### config.mk
export PLATFORM = sky130hd
export DESIGN_NAME = active_list_flush_unit
export DESIGN_NICKNAME = d
export VERILOG_FILES = /design/src/rtl/active_list_flush_unit.sv
export SDC_FILE = /design/constraint.sdc
export NUM_CORES = 1
export LEC_CHECK = 0
export BUFFER_PORTS_ARGS = -buffer_cell sky130_fd_sc_hd__buf_2
export CAP_MARGIN = 20
export CORE_MARGIN = 2
export CORE_UTILIZATION = 35
export DETAILED_ROUTE_END_ITERATION = 12
export PLACE_DENSITY = 0.71
export SLEW_MARGIN = 40
export SYNTH_ARGS = -nofsm -noshare
export SYNTH_HDL_FRONTEND = slang
export SYNTH_SLANG_ARGS = --single-unit
### constraint.sdc
create_clock -name clk -period 9.02 [get_ports clk]
set_input_delay 1.353 -clock clk [delete_from_list [all_inputs] [get_ports clk]]
set_output_delay 1.353 -clock clk [all_outputs]
set_load 0.01 [all_outputs]
### src/rtl/active_list_flush_unit.sv
// Branch-mispredict rollback: walks the active list youngest-first,
// restoring the rename map and freeing physical registers, then truncates the tail.
module active_list_flush_unit #(
    parameter int AL_DEPTH = 32,
    parameter int AREG_W   = 5,
    parameter int PREG_W   = 6,
    localparam int AL_IDX_W = $clog2(AL_DEPTH)
) (
    input  logic                clk,
    input  logic                rst_n,
    input  logic                mispredict_valid,
    input  logic [AL_IDX_W-1:0] mispredict_tag,
    input  logic [AL_IDX_W-1:0] al_head,
    input  logic [AL_IDX_W-1:0] al_tail,
    output logic [AL_IDX_W-1:0] al_rd_idx,
    input  logic                al_rd_has_dest,
    input  logic [AREG_W-1:0]   al_rd_areg,
    input  logic [PREG_W-1:0]   al_rd_old_preg,
    input  logic [PREG_W-1:0]   al_rd_new_preg,
    output logic                map_restore_we,
    output logic [AREG_W-1:0]   map_restore_areg,
    output logic [PREG_W-1:0]   map_restore_preg,
    output logic                free_push_valid,
    output logic [PREG_W-1:0]   free_push_preg,
    output logic                al_tail_we,
    output logic [AL_IDX_W-1:0] al_tail_new,
    output logic                flush_in_progress,
    output logic                flush_done
);

    typedef enum logic [1:0] {
        IDLE = 2'd0,
        WALK = 2'd1,
        DONE = 2'd2
    } state_t;

    state_t                state_q, state_d;
    logic [AL_IDX_W-1:0]   cursor_q, cursor_d;
    logic [AL_IDX_W-1:0]   stop_q, stop_d;

    logic [AL_IDX_W-1:0]   tag_p1;
    logic [AL_IDX_W-1:0]   stop_m1;
    logic [AL_IDX_W-1:0]   age_tag;
    logic [AL_IDX_W-1:0]   age_lim;
    logic                  extend;

    // A later mispredict only matters if it is older than everything already squashed.
    always_comb begin
        tag_p1  = mispredict_tag + AL_IDX_W'(1);
        stop_m1 = stop_q - AL_IDX_W'(1);
        age_tag = mispredict_tag - al_head;
        age_lim = stop_m1 - al_head;
        extend  = mispredict_valid && (age_tag < age_lim);
    end

    always_ff @(posedge clk or negedge rst_n) begin
        if (!rst_n) begin
            state_q  <= IDLE;
            cursor_q <= '0;
            stop_q   <= '0;
        end else begin
            state_q  <= state_d;
            cursor_q <= cursor_d;
            stop_q   <= stop_d;
        end
    end

    always_comb begin
        state_d  = state_q;
        cursor_d = cursor_q;
        stop_d   = stop_q;
        case (state_q)
            IDLE: begin
                if (mispredict_valid) begin
                    stop_d   = tag_p1;
                    cursor_d = al_tail - AL_IDX_W'(1);
                    state_d  = (al_tail == tag_p1) ? DONE : WALK;
                end
            end
            WALK: begin
                if (extend) begin
                    stop_d = tag_p1;
                end
                if (cursor_q == stop_q && !extend) begin
                    state_d = DONE;
                end else begin
                    cursor_d = cursor_q - AL_IDX_W'(1);
                end
            end
            DONE: begin
                if (extend) begin
                    cursor_d = stop_m1;
                    stop_d   = tag_p1;
                    state_d  = WALK;
                end else begin
                    state_d  = IDLE;
                end
            end
            default: state_d = IDLE;
        endcase
    end

    always_comb begin
        al_rd_idx         = cursor_q;
        map_restore_we    = 1'b0;
        map_restore_areg  = '0;
        map_restore_preg  = '0;
        free_push_valid   = 1'b0;
        free_push_preg    = '0;
        al_tail_we        = 1'b0;
        al_tail_new       = '0;
        flush_done        = 1'b0;
        flush_in_progress = (state_q != IDLE);
        if (state_q == WALK && al_rd_has_dest) begin
            map_restore_we   = 1'b1;
            map_restore_areg = al_rd_areg;
            map_restore_preg = al_rd_old_preg;
            free_push_valid  = 1'b1;
            free_push_preg   = al_rd_new_preg;
        end
        if (state_q == DONE && !extend) begin
            al_tail_we  = 1'b1;
            al_tail_new = stop_q;
            flush_done  = 1'b1;
        end
    end

endmodule

* Yosys cells after proc, flatten, opt, wreduce, memory -nomap -nowiden
Cells that the tools add are included. W data, S select, Z words.
Word-level totals: bits in registers 12, latch bits 0, RAM bits 0, bits in read-only memories 0, output and inout bits 32, memories 0
Operators by class: add/sub/neg operators 6, multipliers 0, divide/modulo/power cells 0, $lt $le $gt $ge 1, eq/ne operators 9, shifts and indexed selects 0, muxes and demuxes 18, bitwise operators 0, reduce and logical (&&, ||, !) cells 13
Operators by type and width (number):
- $mux W5 | 7
- $pmux W5 S3 | 1
- $sub A5 B1 Y5 const B | 3
- $mux W6 | 2
- $eq A5 B5 Y1 | 2
- $pmux W5 S2 | 1
- $sub A5 B5 Y5 | 2
- $ne A2 B2 Y1 const B | 4
- $mux W2 | 3
- $pmux W2 S3 | 1
- $add A5 B1 Y5 const B | 1
- $lt A5 B5 Y1 | 1
- $logic_and A1 B1 Y1 | 4
- $reduce_and A4 Y1 | 1
- $reduce_bool A2 Y1 | 2
- $mux W1 | 3
- $reduce_and A3 Y1 | 1
- $reduce_bool A3 Y1 | 1
- $eq A2 B1 Y1 const B | 1
- $eq A2 B2 Y1 const B | 1
- $logic_not A2 Y1 | 1
- $ne A2 B1 Y1 const B | 1
- $reduce_and A2 Y1 | 1
- $reduce_or A2 Y1 | 1
- $logic_not A1 Y1 | 1

* Logic depth before layout (Yosys ltp)
word-level depth 8, gate-level depth with buffers 15, gate-level depth less buffers 14

* Least setup slack after synthesis
Ideal clock, no wire load.
path type input-to-output, from in mispredict_tag[0], to out flush_done, arrival 3296 ps, data required time 7667 ps, slack 4371 ps, stages 12, path buffers 1, cells stage by stage inv_1 -> ha_1 -> inv_1 -> fa_1 -> a21o_1 -> a21oi_1 -> xnor2_1 -> ha_1 -> nand3_1 -> o21ai_2 -> and2_4 -> buf_4
On the way: cells in the longest elaborated chain, start to end 6
RTL lines:
- from (decl) | line 12 | input logic [AL_IDX_W-1:0] mispredict_tag,
- $sub A5 B5 Y5 | line 51 | age_tag = mispredict_tag - al_head;
- $lt A5 B5 Y1 | line 53 | extend = mispredict_valid && (age_tag < age_lim);
- $logic_and A1 B1 Y1 | line 53
- $logic_not A1 Y1 | line 121 | if (state_q == DONE && !extend) begin
- $logic_and A1 B1 Y1 | line 121
- $mux W1
- to (decl) | line 28 | output logic flush_done
Every way passes these cells.

* Worst setup path after layout
from in mispredict_tag[0], to out al_tail_new[4]
On the way: cells in the longest elaborated chain, start to end 6
RTL lines:
- $sub A5 B5 Y5 | line 51
- $lt A5 B5 Y1 | line 53
- $logic_and A1 B1 Y1 | line 53
- $logic_not A1 Y1 | line 121
- $logic_and A1 B1 Y1 | line 121
- $mux W5 | line 121
- to (decl) | line 26 | output logic [AL_IDX_W-1:0] al_tail_new,
Every way passes these cells.

==> results_dict.tcl <==
set metrics [dict create \
    outcome "finished clean" \
    yosysSeqAreaShare_pct 18.7 \
    arrival_ps 3710 \
    pwr_density_cell_nw_per_um2 342 \
    cp_max_fo 10 \
    crit_slowest_cell "fa_1" \
    synthDistinctLibCells 33 \
    core_area_sq_um 4380 \
    post_cts_buffers 0 \
    drt_wl_total_mm 3.87 \
    wire_per_inst_microns 12.8 \
    die_x_microns 71.7 \
    ctsHoldBuffers 0 \
    postRouteAntennaNets 0 \
    mostFrequentLayoutCell "buf_2" \
    setup_viol 0 \
    cts_tree "done" \
    n_antenna_cell 0 \
    dr.pass1.iters 4 \
    vias 1519 \
    crit_buf_inv 4 \
    grt-ovfl-total 0 \
    max_cap_viol_count 0 \
    fin_crit_ps 5070 \
    cts-root-buf "clkbuf_8" \
    max_freq_mhz 197 \
    synth.yosys.warnings 0 \
    cts_buffers 3 \
    start_util_pct 36.6 \
    max_stage_delay_ps 410 \
    crit_type "in2out" \
    post-place-cells 300 \
    synthesis.nets 246 \
    ioPinCount 68 \
    cts_sinks 12 \
    final-seq-area_sq_um 300 \
    hpwl_mm 3.23 \
    via_per_inst 5.01 \
    antenna_found_initial 0 \
    syn_inst 189 \
    rsz0062_at_grt "no" \
    skew_ps 2.34 \
    slew_violations 0 \
    crit_path_start_kind "primary input" \
    grt_use_total_pct 15.3 \
    p_leak_nw 1.14 \
    fillCellCount 443 \
    synth.avg_cell_area_sq_um 8.48 \
    ff2ff_setup_slack_ps 5280 \
    clock_path_buffers 2 \
    dieArea_sq_um 5140 \
    fin_nets 310 \
    die_h_microns 71.7 \
    cts_resized 0 \
    final_cell_mix "buf_2 (67), and3_1 (23), ha_1 (18), xor2_1 (17), inv_1 (16)" \
    peakVddDrop_v 0.000141 \
    tightestPinTransition_ps 682 \
    timing.hold.ws_ps 601 \
    max_slew_margin_pct 54.5 \
    grt_max_degree 28 \
    drc_errors 0 \
    min_path_type "reg2reg" \
    path_cells "buf_2, inv_1, ha_1, inv_1, fa_1, a21o_1, a21oi_1, xnor2_1, ha_1, nand3_1, o21ai_2, and3_1, buf_2" \
    post-route-period-util_pct 56.2 \
    crit_required_ps 7670 \
    synth_area_sq_um 1600 \
    grt_pass1_wl_mm 6.29 \
    clkTransAtPathRegs_ps 50 \
    port_buffers 67 \
    clock_latency_ps 240 \
    critPathCaptureType "primary output" \
    finalNonFillerCells 303 \
    multiInputGateArea_sq_um 1200 \
    yosys_register_bits 12 \
    path_delay_family "adder cells" \
    rows 24 \
    synthToLayoutAreaGrowth_pct 25.0 \
    htreeDepth 1 \
    setup_tns_ps 0 \
    first_global_vias 1355 \
    layout-drive-gt1-share_pct 33.1 \
    hold_viol_final 0 \
    drt_iter0_drc 46 \
    gp_congestion 0.797 \
]
[stage by stage]
step	utilization [%]	total power, mW	setup slack, ps	instance area [sq um]
floorplan	-	0.514	4370	1600
global placement	44.7	0.624	4040	1960
detailed placement	44.7	0.638	3990	1960
CTS	45.6	0.691	3960	2000
global route	45.7	0.756	3750	2000
finish	45.7	0.685	3950	2000
[area by class of cell]
class                   count  share of cell area (%)
flip-flops and latches     12                    15.0
repair buffers             67                    16.7
clock buffers               3                    2.06
well taps                  52                    3.25
inverters                  16                    3.00
multi-input cells         153                    60.0
[worst reg2reg max path: cells and delay by family, from the launching register on]
kind | cells | cell delay, ps
compound gates | 5 | 810
xor+xnor | 1 | 180
buf+inv | 2 | 180
mux | 1 | 330
fa+ha+maj | 3 | 920
flops | 1 | 430
simple gates | 2 | 780
[sequential cells by signal, summed over array words and instances, names as in the netlist]
signal     cells
stop_q         5
state_q        2
al_rd_idx      5
[cells in the mapped netlist]
master	instances	area, sq um
xnor2_1	9	78.8
inv_1	16	60.1
nand2b_1	5	31.3
a31o_2	2	17.5
buf_4	2	15.0
and2_1	1	6.26
clkbuf_1	5	18.8
a21oi_1	13	65.1
nor3_1	4	20.0
a21oi_2	1	8.76
or4_4	1	11.3
or2_2	1	6.26
dfrtp_1	12	300
nand2_1	8	30.0
nor2_1	10	37.5
and2_4	1	8.76
a2111oi_0	1	8.76
o21ai_2	1	8.76
xor2_1	17	149
mux2_4	4	60.1
fa_1	2	40.0
o21ai_0	5	25.0
and3_1	23	144
mux2_2	1	11.3
a21o_1	5	37.5
ha_1	19	238
a311o_1	1	10.0
buf_6	1	11.3
and4_1	1	8.76
mux2i_1	9	90.1
nor3b_1	1	7.51
nand3_1	6	30.0
a22oi_1	1	7.51
[power by group]
group | leakage [nW] | internal (mW) | switching [mW]
clock network | 0.0216 | 0.0294 | 0.0197
logic | 0.973 | 0.240 | 0.272
registers | 0.141 | 0.0837 | 0.0401
[layer usage]
layer / share of wire [%] / wire length (microns) / GRT usage (%) / up-vias
met5: 0 / 0 / 0 / -
met4: 0.18 / 7 / 1.68 / 0
met3: 8.0 / 311 / 3.94 / 2
met2: 45 / 1750 / 26.5 / 56
met1: 47 / 1800 / 19.6 / 680
li1: - / - / - / 781
[final timing paths]
kind	endpoint	from	cells past startpoint
max	al_tail_new[4]	mispredict_tag[0]	13
min	al_rd_idx[3]$_DFFE_PN0P_	al_rd_idx[3]$_DFFE_PN0P_	2
max reg2reg	al_rd_idx[1]$_DFFE_PN0P_	stop_q[0]$_DFFE_PN0P_	14
min reg2reg	al_rd_idx[3]$_DFFE_PN0P_	al_rd_idx[3]$_DFFE_PN0P_	2
max in group asynchronous	al_rd_idx[4]$_DFFE_PN0P_	rst_n	1
min in group asynchronous	al_rd_idx[0]$_DFFE_PN0P_	rst_n	1
[logic make-up after synthesis]
group           share of synthesized area [%]
simple gates                             21.3
xor+xnor                                 14.2
flops                                    18.7
buf+inv                                  6.56
fa+ha+maj                                17.3
compound gates                           11.8
mux                                      10.1
No activity file was read; power rests on OpenSTA's default activity.
